<file path="src/rtl/enter_conditioner.sv">
// Pushbutton/switch input conditioner for the guessing game: synchronises the raw
// key and switches, debounces the key and emits one enter pulse with a captured guess.
module enter_conditioner #(
  parameter int unsigned DEBOUNCE_CYCLES = 16,
  parameter int unsigned GUESS_W         = 8,
  parameter bit          KEY_ACTIVE_LOW  = 1'b1
) (
  input  logic               clk,
  input  logic               reset,
  input  logic               i_key_raw,
  input  logic [GUESS_W-1:0] i_sw_raw,
  output logic               o_enter,
  output logic [GUESS_W-1:0] o_guess,
  output logic               o_key_level
);

  localparam int unsigned CntW = (DEBOUNCE_CYCLES > 1) ? $clog2(DEBOUNCE_CYCLES) : 1;
  localparam logic [CntW-1:0] CntMax = CntW'(DEBOUNCE_CYCLES - 1);
  localparam logic KeyReleased = KEY_ACTIVE_LOW;

  typedef enum logic [1:0] {
    StIdle,
    StPressPend,
    StHeld,
    StReleasePend
  } state_e;

  state_e state_q, state_d;
  logic [CntW-1:0] cnt_q, cnt_d;
  logic enter_q, enter_d;
  logic [GUESS_W-1:0] guess_q, guess_d;

  logic key_meta_q, key_sync_q;
  logic [GUESS_W-1:0] sw_meta_q, sw_sync_q;
  logic k_s;

  // Two-flop synchronisers; the key idles at its released level out of reset.
  always_ff @(posedge clk or negedge reset) begin
    if (!reset) begin
      key_meta_q <= KeyReleased;
      key_sync_q <= KeyReleased;
      sw_meta_q  <= '0;
      sw_sync_q  <= '0;
    end else begin
      key_meta_q <= i_key_raw;
      key_sync_q <= key_meta_q;
      sw_meta_q  <= i_sw_raw;
      sw_sync_q  <= sw_meta_q;
    end
  end

  // Normalised key: 1 = pressed regardless of board polarity.
  assign k_s = key_sync_q ^ KEY_ACTIVE_LOW;

  always_comb begin
    state_d = state_q;
    cnt_d   = cnt_q;
    enter_d = 1'b0;
    guess_d = guess_q;
    case (state_q)
      StIdle: begin
        if (k_s) begin
          state_d = StPressPend;
          cnt_d   = '0;
        end
      end
      StPressPend: begin
        if (!k_s) begin
          state_d = StIdle;
          cnt_d   = '0;
        end else if (cnt_q == CntMax) begin
          state_d = StHeld;
          cnt_d   = '0;
          enter_d = 1'b1;
          guess_d = sw_sync_q;
        end else begin
          cnt_d = cnt_q + CntW'(1);
        end
      end
      StHeld: begin
        if (!k_s) begin
          state_d = StReleasePend;
          cnt_d   = '0;
        end
      end
      StReleasePend: begin
        if (k_s) begin
          // Release bounce: back to held without a new pulse.
          state_d = StHeld;
          cnt_d   = '0;
        end else if (cnt_q == CntMax) begin
          state_d = StIdle;
          cnt_d   = '0;
        end else begin
          cnt_d = cnt_q + CntW'(1);
        end
      end
      default: begin
        state_d = StIdle;
        cnt_d   = '0;
      end
    endcase
  end

  always_ff @(posedge clk or negedge reset) begin
    if (!reset) begin
      state_q <= StIdle;
      cnt_q   <= '0;
      enter_q <= 1'b0;
      guess_q <= '0;
    end else begin
      state_q <= state_d;
      cnt_q   <= cnt_d;
      enter_q <= enter_d;
      guess_q <= guess_d;
    end
  end

  assign o_enter     = enter_q;
  assign o_guess     = guess_q;
  assign o_key_level = (state_q == StHeld) || (state_q == StReleasePend);

endmodule
</file>
<file path="config.mk">
export PLATFORM = sky130hd
export DESIGN_NAME = enter_conditioner
export DESIGN_NICKNAME = d
export VERILOG_FILES = /design/src/rtl/enter_conditioner.sv
export SDC_FILE = /design/constraint.sdc
export NUM_CORES = 1
export LEC_CHECK = 0
export CORE_UTILIZATION = 46
export DETAILED_ROUTE_END_ITERATION = 16
export PLACE_DENSITY = 0.77
export SETUP_SLACK_MARGIN = 0.15
export SLEW_MARGIN = 0
export SYNTH_ARGS = -nofsm -noshare
export SYNTH_HDL_FRONTEND = slang
export SYNTH_SLANG_ARGS = --single-unit
</file>
<file path="constraint.sdc">
create_clock -name clk -period 4.3 [get_ports clk]
set_input_delay 0.645 -clock clk [delete_from_list [all_inputs] [get_ports clk]]
set_output_delay 0.645 -clock clk [all_outputs]
set_load 0.02 [all_outputs]
</file>
# After elaboration in Yosys (flattened, before gate mapping)
# Index checks and enable logic that the tools add are counted.
[word_totals] mem_bits_ro=0 latchBits=0 inputBits=11 output_inout_bits=10 register_bits=33 ram_bits=0 memories=0
[op_classes] shifts=0 n_div=0 n_addsub=1 n_lt_le_gt_ge=0 n_mul=0 eq_ne=8 n_mux=16 bitwise_logic=1 reduce_logical=5
[ops] operator="$mux W4" count=5
[ops] operator="$pmux W4 S4" count=1
[ops] operator="$mux W2" count=6
[ops] operator="$pmux W2 S4" count=1
[ops] operator="$ne A3 B3 Y1 const B" count=2
[ops] operator="$add A4 B1 Y4 const B" count=1
[ops] operator="$eq A2 B2 Y1 const B" count=2
[ops] operator="$eq A4 B4 Y1 const B" count=1
[ops] operator="$ne A2 B2 Y1 const B" count=2
[ops] operator="$reduce_and A4 Y1" count=1
[ops] operator="$mux W1" count=3
[ops] operator="$reduce_and A3 Y1" count=1
[ops] operator="$eq A2 B1 Y1 const B" count=1
[ops] operator="$logic_not A2 Y1" count=1
[ops] operator="$reduce_and A2 Y1" count=1
[ops] operator="$logic_or A1 B1 Y1" count=1
[ops] operator="$not A1 Y1" count=1

# Depth between registers and ports, before layout
[depth] word_depth=4 mapped_depth=5

# Worst setup path before layout
# No wires, ideal clock.
[synth_timing] kind="register to register" startpoint="register cnt_q[0]" endpoint="register guess_q[0] (netlist: o_guess[0])" t_arrival_ps=1487 stages_incl_launch_ff=6 required_ps=4175 slack_ps=2688 path_buffers=1 path_cell_list="dfrtp_1 > ha_1 > nand4_2 > or3_1 > buf_6 > mux2_4"
[synth_via] elab_chain_cells=2
[synth_lines] element="start: declaration" line_no="29" rtl="logic [CntW-1:0] cnt_q, cnt_d;"
[synth_lines] element="start signal: assignment" line_no="113" rtl="cnt_q <= cnt_d;"
[synth_lines] element="$eq A4 B4 Y1" line_no="71" rtl="end else if (cnt_q == CntMax) begin"
[synth_lines] element="$reduce_and A3 Y1 (no source line)"
[synth_lines] element="end signal: assignment" line_no="115" rtl="guess_q <= guess_d;"
[synth_lines] element="end: declaration" line_no="31" rtl="logic [GUESS_W-1:0] guess_q, guess_d;"
# Every way passes these cells.
# A chain may end at the register's enable or synchronous reset.

==> metrics.cfg <==
[status]
status=finished clean

[timing]
grt_setup_unrepaired=no
max_slew_margin=0.623
period_needed_ns=2.03
hold_violations=0
finClkSkew_ns=0.00742
clock.fmax_mhz=493
slew_viol_final=0
tightest_slew_ns=0.561
setup_viol=0
finalSetupTns_ns=0
min_period_over_period=0.472

[critical_path]
critPathKind=reg -> out
slowest_stage=clkdlybuf4s50_1
start_kind=register
crit_family=buffers and inverters
crit_fanout=4
crit_required_ns=3.65
arrival_ns=1.38
crit_path_end_kind=output pin
slowest_delay_ns=0.64
crit_buf_inv=1
r2r-end=o_guess[1]
path_cells=clkdlybuf4s50_1
rrSetupSlack_ns=2.42
ff2ff_path_depth=4
regToRegStartpoint=cnt_q[0]

[routing]
avgViaCountPerCell=5.07
num_vias=618
totalWireLength_mm=1.65
first_pass_iters=4
drtAntennaViolNets=0
drtIter0Drc=1
drc=0
wl_per_cell_um=13.6

[pwr]
power.switching_w=0.000118
switching_share=0.215
power.combinational.fraction=0.049
clock_power_share=0.345
power.density_mw_per_mm2=387
intPower_w=0.000433
p_leak_nw=0.673
sequentialPowerShare=0.606
peakVddDrop_v=0.000259

[clock_network]
h-tree-depth=2
clk_path_buf_depth=2
cts.clk_slew.worst_paths_ns=0.09
postCtsHoldBufs=0
worstSkewPairLatency_ns=0.33
cts_root_buf=clkbuf_4
cts_buffers=5
cts_setup_buffers=0
cts_tree=built
post_cts_resize_count=0
cts_num_sinks=33

[yosys]
synth-seq-area-share=0.734
syn_area_mm2=0.00113
synth_edf_count=0
ys_types=23
syn_avg_cell_area_um2=16.8
ys_seq_elements=33
synth_compound_gate_area_share=0.0554
syn-num-nets=79
synthSimpleGateAreaFrac=0.0621
synth_fa_ha_area_frac=0.0111
yosys_warnings=0
synthFlopType=dfrtp_1
synth_xor_xnor_area_share=0.00776
synth_top_family_by_area=multiplexers
ys_async_sr_fraction=1.00
postSynthCellCount=67
synth.area.mux_share=0.106

[placed_design]
port_buffers=20
dp_hpwl_mm=1.02
globalplace.congestion=0.800
dp.cells=114

[global_route]
grtUsageTotal=0.167
grt_first_pass_wirelength_mm=2.95
grt_pass1_vias=629
grt_remaining_overflow=0
antenna_found_initial=0
grt_max_degree=34

[floorplan]
core_area_mm2=0.00225
initial_utilization=0.501
row_count=17
dieArea_mm2=0.00266
die_w_um=51.5
die_h_um=51.5
num_io_pins=21

[layout]
syn_to_final_growth_pct=26.4
num_antenna_cells=0
fin_cells=122
layout.nets=105
drive_gt1_frac=0.245

[flow_run]
max_cap_violations=0

[min_path]
min_path_cells=0
worstHoldEndpoint=sw_sync_q[5]
hold_path.class=reg -> reg
hold_start=sw_meta_q[5]

-- per-layer routing --
layer / track usage / vias to the layer above / part of all wire
li1: - / 285 / -
met1: 0.212 / 301 / 0.43
met5: 0 / - / 0
met4: 0.104 / 0 / 0.027
met2: 0.223 / 24 / 0.46
met3: 0.0877 / 8 / 0.080
-- through the flow --
stage	hold WS, ns	power (W)	area [um^2]	utilization	setup slack [ns]
after CTS	0.356	0.000560	1430	0.633	2.26
after global placement	0.332	0.000366	1360	0.602	2.51
final	0.355	0.000552	1430	0.633	2.27
after floorplan	0.331	0.000348	1130	-	2.69
after global routing	0.364	0.000582	1430	0.633	2.21
after detailed placement	0.335	0.000367	1360	0.602	2.44
-- logic make-up (layout without fill, tap and decap cells) --
family / Yosys count / after routing
AOI/OAI and AO/OA: 9 / 9
xor gates and xnor gates: 1 / 1
adders and majority gates: 1 / 1
buffers and inverters: 5 / 32
DFF: 33 / 33
muxes: 8 / 8
and+or+nand+nor: 10 / 10
-- layout make-up --
cell class / count / area [um^2]
Clock buffer: 7 / 65.1
Clock inverter: 1 / 5.00
Fill cell: 189 / 828
Inverter: 3 / 11.3
Multi-Input combinational cell: 29 / 274
Sequential cell: 33 / 828
Tap cell: 28 / 35.0
Timing Repair Buffer: 21 / 208
-- layout by cell type (no fill, tap or decap), drive strengths merged, types with 2 or more instances in the layout --
| cell type | instances |
|---|---|
| inv | 3 |
| a31oi | 3 |
| dfrtp | 31 |
| a22o | 2 |
| dfstp | 2 |
| mux2 | 8 |
| clkdlybuf4s50 | 20 |
| and2 | 2 |
| clkbuf | 7 |
-- Yosys cell counts (all sizes together), types with 2 or more instances --
library cell	instances	area (um^2)
and2	2	15.0
a22o	2	17.5
dfrtp	31	776
a31oi	3	18.8
mux2	8	120
dfstp	2	52.6
inv	3	11.3
-- power by group through the flow --
stage / registers [W] / logic, W / clock network, W
3_3_place_gp: 0.000340 / 0.0000264 / 0
3_5_place_dp: 0.000340 / 0.0000272 / 0
6_report: 0.000334 / 0.0000271 / 0.000191
2_1_floorplan: 0.000338 / 0.0000101 / 0
4_1_cts: 0.000334 / 0.0000277 / 0.000198
5_1_grt: 0.000336 / 0.0000312 / 0.000214
-- worst max-delay path by stage --
| stage | start | to | slack [ns] | cells after the start |
|---|---|---|---|---|
| finish | register | o_key_level | 2.27 | 1 |
| global route | register | o_key_level | 2.21 | 1 |
| CTS | register | o_key_level | 2.26 | 1 |
| detailed placement | cnt_q[0] | o_guess[7] | 2.44 | 4 |
| global placement | cnt_q[0] | o_guess[4] | 2.51 | 4 |
| floorplan | cnt_q[0] | o_guess[0] | 2.69 | 5 |
-- flip-flops by register name (all words and copies together), names as in the netlist, named ones only --
register / count
key_sync_q: 1
o_guess: 8
sw_sync_q: 8
sw_meta_q: 8
o_enter: 1
state_q: 1
key_meta_q: 1
cnt_q: 4
No activity file was read; power rests on OpenSTA's default activity.
